<file path="src/rtl/debug_cmd_sequencer.sv">
// Script-driven command engine for the debug UART link: replays stored tx bytes,
// waits on real tx/rx handshakes, forwards response bytes and flags timeouts.
module debug_cmd_sequencer #(
    parameter int NB_DATA        = 8,
    parameter int SCRIPT_DEPTH   = 64,
    parameter int NB_ADDR        = 6,
    parameter int NB_RXCNT       = 8,
    parameter int NB_TMO         = 20,
    parameter int TIMEOUT_CYCLES = 600000
) (
    input  logic                         i_clock,
    input  logic                         i_reset,
    input  logic                         i_wr_en,
    input  logic [NB_ADDR-1:0]           i_wr_addr,
    input  logic [NB_RXCNT+NB_DATA-1:0]  i_wr_data,
    input  logic                         i_start,
    input  logic [NB_ADDR:0]             i_length,
    input  logic                         i_abort,
    output logic [NB_DATA-1:0]           o_tx_data,
    output logic                         o_tx_start,
    input  logic                         i_tx_done_tick,
    input  logic [NB_DATA-1:0]           i_rx_data,
    input  logic                         i_rx_done_tick,
    output logic [NB_DATA-1:0]           o_rsp_data,
    output logic                         o_rsp_valid,
    output logic [NB_ADDR-1:0]           o_rsp_idx,
    output logic                         o_busy,
    output logic                         o_done,
    output logic                         o_error,
    output logic [1:0]                   o_err_code,
    output logic [NB_ADDR-1:0]           o_err_addr,
    output logic [2:0]                   o_state
);

    localparam int                NB_ENTRY  = NB_RXCNT + NB_DATA;
    localparam logic [NB_ADDR:0]  DEPTH_LEN = (NB_ADDR+1)'(SCRIPT_DEPTH);
    localparam logic [NB_TMO-1:0] TMO_LAST  = NB_TMO'(TIMEOUT_CYCLES - 1);

    typedef enum logic [2:0] {
        ST_IDLE    = 3'd0,
        ST_FETCH   = 3'd1,
        ST_SEND    = 3'd2,
        ST_WAIT_TX = 3'd3,
        ST_WAIT_RX = 3'd4,
        ST_ADV     = 3'd5,
        ST_DONE    = 3'd6,
        ST_ERROR   = 3'd7
    } state_t;

    state_t              state, state_next;
    logic [NB_ENTRY-1:0] script_mem [SCRIPT_DEPTH];
    logic [NB_ENTRY-1:0] entry_q;
    logic [NB_ADDR-1:0]  idx;
    logic [NB_ADDR:0]    len_q;
    logic [NB_ADDR:0]    len_sat;
    logic [NB_RXCNT-1:0] rx_left;
    logic [NB_DATA-1:0]  tx_data_q;
    logic [NB_TMO-1:0]   tmo_cnt;
    logic                busy, waiting, start_ok, tx_accept, rx_accept, rx_last;
    logic                tmo_hit, last_entry, done_set;

    assign busy       = (state == ST_FETCH) || (state == ST_SEND) || (state == ST_WAIT_TX) ||
                        (state == ST_WAIT_RX) || (state == ST_ADV);
    assign waiting    = (state == ST_WAIT_TX) || (state == ST_WAIT_RX);
    assign start_ok   = i_start && !busy && !i_abort;
    assign len_sat    = (i_length > DEPTH_LEN) ? DEPTH_LEN : i_length;
    assign tx_accept  = i_tx_done_tick && (state == ST_WAIT_TX) && !i_abort;
    assign rx_accept  = i_rx_done_tick && waiting && (rx_left != '0) && !i_abort;
    assign rx_last    = rx_accept && (rx_left == NB_RXCNT'(1));
    assign tmo_hit    = (tmo_cnt == TMO_LAST);
    assign last_entry = ({1'b0, idx} == (len_q - 1'b1));

    // Abort wins over everything; an accepted tick in the same cycle defeats a timeout.
    always_comb begin
        state_next = state;
        done_set   = 1'b0;
        if (i_abort) begin
            state_next = ST_IDLE;
        end else begin
            case (state)
                ST_IDLE, ST_DONE, ST_ERROR: begin
                    if (start_ok) begin
                        if (len_sat == '0) begin
                            state_next = ST_DONE;
                            done_set   = 1'b1;
                        end else begin
                            state_next = ST_FETCH;
                        end
                    end
                end
                ST_FETCH: state_next = ST_SEND;
                ST_SEND:  state_next = ST_WAIT_TX;
                ST_WAIT_TX: begin
                    if (tx_accept)
                        state_next = ((rx_left == '0) || rx_last) ? ST_ADV : ST_WAIT_RX;
                    else if (!rx_accept && tmo_hit)
                        state_next = ST_ERROR;
                end
                ST_WAIT_RX: begin
                    if (rx_last)
                        state_next = ST_ADV;
                    else if (!rx_accept && tmo_hit)
                        state_next = ST_ERROR;
                end
                ST_ADV: begin
                    if (last_entry) begin
                        state_next = ST_DONE;
                        done_set   = 1'b1;
                    end else begin
                        state_next = ST_FETCH;
                    end
                end
                default: state_next = ST_IDLE;
            endcase
        end
    end

    always_ff @(posedge i_clock or negedge i_reset) begin
        if (!i_reset) begin
            state       <= ST_IDLE;
            idx         <= '0;
            len_q       <= '0;
            rx_left     <= '0;
            tx_data_q   <= '0;
            tmo_cnt     <= '0;
            o_done      <= 1'b0;
            o_rsp_valid <= 1'b0;
            o_rsp_data  <= '0;
            o_rsp_idx   <= '0;
            o_err_code  <= 2'b00;
            o_err_addr  <= '0;
        end else begin
            state       <= state_next;
            o_done      <= done_set;
            o_rsp_valid <= rx_accept;
            if (start_ok && (len_sat != '0)) begin
                idx        <= '0;
                len_q      <= len_sat;
                o_err_code <= 2'b00;
                o_err_addr <= '0;
            end
            if (state == ST_SEND) begin
                tx_data_q <= entry_q[NB_DATA-1:0];
                rx_left   <= entry_q[NB_ENTRY-1:NB_DATA];
            end
            if (rx_accept) begin
                o_rsp_data <= i_rx_data;
                o_rsp_idx  <= idx;
                rx_left    <= rx_left - 1'b1;
            end
            if ((state == ST_ADV) && !last_entry)
                idx <= idx + 1'b1;
            if ((state_next == ST_ERROR) && (state != ST_ERROR)) begin
                o_err_code <= (state == ST_WAIT_TX) ? 2'b01 : 2'b10;
                o_err_addr <= idx;
            end
            if ((state_next != state) || rx_accept || !waiting)
                tmo_cnt <= '0;
            else
                tmo_cnt <= tmo_cnt + 1'b1;
        end
    end

    // Script RAM keeps its contents across reset and is frozen while a script runs.
    always_ff @(posedge i_clock) begin
        if (i_wr_en && !busy)
            script_mem[i_wr_addr] <= i_wr_data;
        entry_q <= script_mem[idx];
    end

    assign o_tx_start = (state == ST_SEND);
    assign o_tx_data  = (state == ST_SEND) ? entry_q[NB_DATA-1:0] : tx_data_q;
    assign o_busy     = busy;
    assign o_error    = (state == ST_ERROR);
    assign o_state    = state;

endmodule

</file>
<file path="config.mk">
export PLATFORM = sky130hd
export DESIGN_NAME = debug_cmd_sequencer
export DESIGN_NICKNAME = d
export VERILOG_FILES = /design/src/rtl/debug_cmd_sequencer.sv
export SDC_FILE = /design/constraint.sdc
export NUM_CORES = 1
export LEC_CHECK = 0
export CAP_MARGIN = 20
export CORE_MARGIN = 8
export CORE_UTILIZATION = 40
export DETAILED_ROUTE_END_ITERATION = 16
export SLEW_MARGIN = 10
export SYNTH_ARGS = -nofsm -noshare
export SYNTH_HDL_FRONTEND = slang
export SYNTH_SLANG_ARGS = --single-unit
export TNS_END_PERCENT = 10
</file>
<file path="constraint.sdc">
create_clock -name i_clock -period 6.15 [get_ports i_clock]
set_input_delay 1.23 -clock i_clock [delete_from_list [all_inputs] [get_ports i_clock]]
set_output_delay 1.23 -clock i_clock [all_outputs]
set_load 0.05 [all_outputs]
</file>
==> results.json <==
{
  "syn_inst": 2424,
  "drv_slew": 0,
  "route.detailed.drc": 0,
  "dieArea_um2": 120000,
  "seq_area_um2": 33000,
  "yosysTopAreaCellShare_pct": 70.5,
  "slew_headroom_pct": 34.5,
  "worstMarginPinSlew_ps": 983,
  "rsz0062_at_grt": "no",
  "slowest_stage": "clkdlybuf4s50_1",
  "skew_ps": 48.2,
  "synth_most_common_cell": "edfxtp_1",
  "core.rowCount": 121,
  "synth-edff-count": 1024,
  "multi_input_area_um2": 10000,
  "setup_viol": 0,
  "synth_fp_nets": 2473,
  "syn_avg_cell_area_um2": 18.0,
  "maxCapViolCount": 0,
  "hold_viol_final": 0,
  "hold_buffers": 0,
  "cts_setup_buffers": 0,
  "ys.flop_type": "edfxtp_1",
  "synthTopCellsByCount": "edfxtp_1 (1024), mux2i_1 (265), o221ai_1 (130), mux4_2 (128), nor2_1 (118)",
  "async_flop_share_pct": 6.81,
  "grt.overflow.total": 0,
  "grt_use_total_pct": 17.6,
  "mappedNetlistArea_um2": 43600,
  "status": "complete, no violations",
  "wirelength_um": 108000,
  "drt_iter0_drc": 2249,
  "final_antenna_net_count": 0,
  "fillers": 9044,
  "wl_per_cell_um": 26.6,
  "cts_tree": "done",
  "critPathBufInv": 3,
  "cp_max_fo": 15,
  "cts-root-buf": "clkbuf_16",
  "die_h_um": 346,
  "dp_hpwl_um": 63000,
  "ctsResizeCount": 0,
  "dieWidth_um": 346,
  "synth_warnings": 0,
  "drive_gt1_share_pct": 15.7,
  "clock_latency_ps": 690,
  "grt_pass1_wl_um": 159000,
  "boundaryPins": 82,
  "grt_max_degree": 96,
  "place_area_um2": 46400,
  "ys_types": 64,
  "crit_family": "buffers and inverters",
  "slowest_delay_ps": 820,
  "setup_ws_ps": 1380,
  "cts.reportedPaths.clkPinSlew_ps": 60,
  "dr_total_vias": 23300,
  "pre_cts_ws_ps": 1630,
  "core_area_um2": 109000,
  "critical_path_class": "flop to output port",
  "area_delta_synth_final_pct": 14.6,
  "synth.ff_latch_count": 1116,
  "port_buffers": 81,
  "ir_drop_uv": 291,
  "powerDensity_nw_per_um2": 379,
  "start_util_pct": 40.2,
  "h-tree-depth": 3,
  "start_kind": "flop",
  "clockBufferDepth": 3,
  "fmaxAchievable_ghz": 0.210,
  "fin_setup_tns_ps": 0,
  "cts.sinks": 1116,
  "cp.arrival_ps": 3540,
  "synth.largest_area_cell": "edfxtp_1",
  "final_util_pct": 46.1,
  "fin_crit_sh_pct": 77.5,
  "min_period_ps": 4770,
  "seq_area_frac_synth_pct": 75.6,
  "critical_path_required_ps": 4920,
  "dr.pass1.iters": 5,
  "grt_pass1_vias": 23300,
  "hp-class": "flop to flop",
  "cp_cell_sequence": "inv_1 > nand3_1 > inv_1 > nand2_1 > nand2_1 > clkdlybuf4s50_1",
  "place_congestion": 0.817,
  "nNetsFinal": 2624,
  "p_leak_nw": 15.9,
  "finalInstanceArea_um2": 50000,
  "antenna_found_initial": 3,
  "cts_made_buffers": 109,
  "holdWs_ps": 439,
  "synth_area_leaders": "edfxtp_1 (70%), mux4_2 (6.6%), mux2i_1 (6.1%), dfrtp_1 (4.4%), o221ai_1 (2.6%)",
  "critical_path.endpoint_type": "output port",
  "drt-vias-per-instance": 5.70
}
[registers in the layout (all words and copies together), names as in the netlist]
name         flops
o_done           1
tmo_cnt         20
tx_data_q        8
o_err_code       2
o_state          3
entry_q         16
script_mem    1024
o_rsp_idx        6
o_err_addr       6
o_rsp_valid      1
rx_left          8
idx              6
o_rsp_data       8
len_q            7
[layout make-up]
type,count,share of cell area (%)
clock inverters,57,1.03
inverters,19,0.145
repair buffers,180,3.22
clock buffers,146,6.08
diodes,1,0.00500
flip-flops and latches,1116,65.9
multi-input cells,1149,20.0
well taps,1414,3.54
[cell usage in the layout, fill, tap and decap left out, types with 9 or more instances in the layout]
cell type           n
buf_2              14
xor2_1             16
clkinv_1           24
clkbuf_1           24
o22ai_1            66
a21oi_1            89
o221ai_1          130
dfxtp_1            16
mux2i_1           265
clkbuf_8            9
clkbuf_16         113
clkdlybuf4s50_1    64
nor3_1             88
nor2_1            118
dfrtp_1            73
mux4_2            128
nand2_1           102
buf_4              92
o21ai_0            27
inv_1              15
edfxtp_1         1024
clkinv_2           20
nand3_1            19
buf_12              9
[worst min-delay path, cell delays in order, from the launching register on]
cell and delay, ps:
dfxtp_1 300, nand2_1 50, nand2_1 70
[worst paths after layout]
path                            endpoint  slack [ps]        from  cells after the start
setup / recovery            o_tx_data[7]        1380  o_state[2]                      6
hold / removal              tx_data_q[3]         440  entry_q[3]                      2
setup reg to reg              entry_q[3]        1920      idx[1]                      7
hold reg to reg             tx_data_q[3]         440  entry_q[3]                      2
max in group asynchronous         idx[0]        4740     i_reset                      1
min in group asynchronous  o_err_addr[0]         710     i_reset                      1
[through the flow]
step                      total power [mW]  instances
final                                 19.0       4082
after global routing                  19.6       4081
after CTS                             19.1       4079
after detailed placement              12.6       3876
after global placement                12.5       3875
after floorplan                       11.3       2424
[cells by family after synthesis]
| family | after synthesis | share of synthesized area, % |
|---|---|---|
| mux | 393 | 12.7 |
| fa+ha+maj | 5 | 0.143 |
| compound gates | 342 | 5.54 |
| xor+xnor | 24 | 0.482 |
| buf+inv | 159 | 1.50 |
| simple gates | 385 | 4.09 |
| flops | 1116 | 75.6 |
[power by group]
group	internal, mW	leakage, nW	switching, mW
clock network	3.76	1.74	2.79
registers	8.54	10.3	0.411
logic	1.40	3.80	2.05
total	13.7	15.9	5.25
[per-layer routing]
layer  GRT usage (%)  wire [um]
met2            27.9      50600
met4            4.35       2320
met5               0         11
met1            24.8      47500
met3            3.84       8070
No activity file was read; power rests on OpenSTA's default activity.
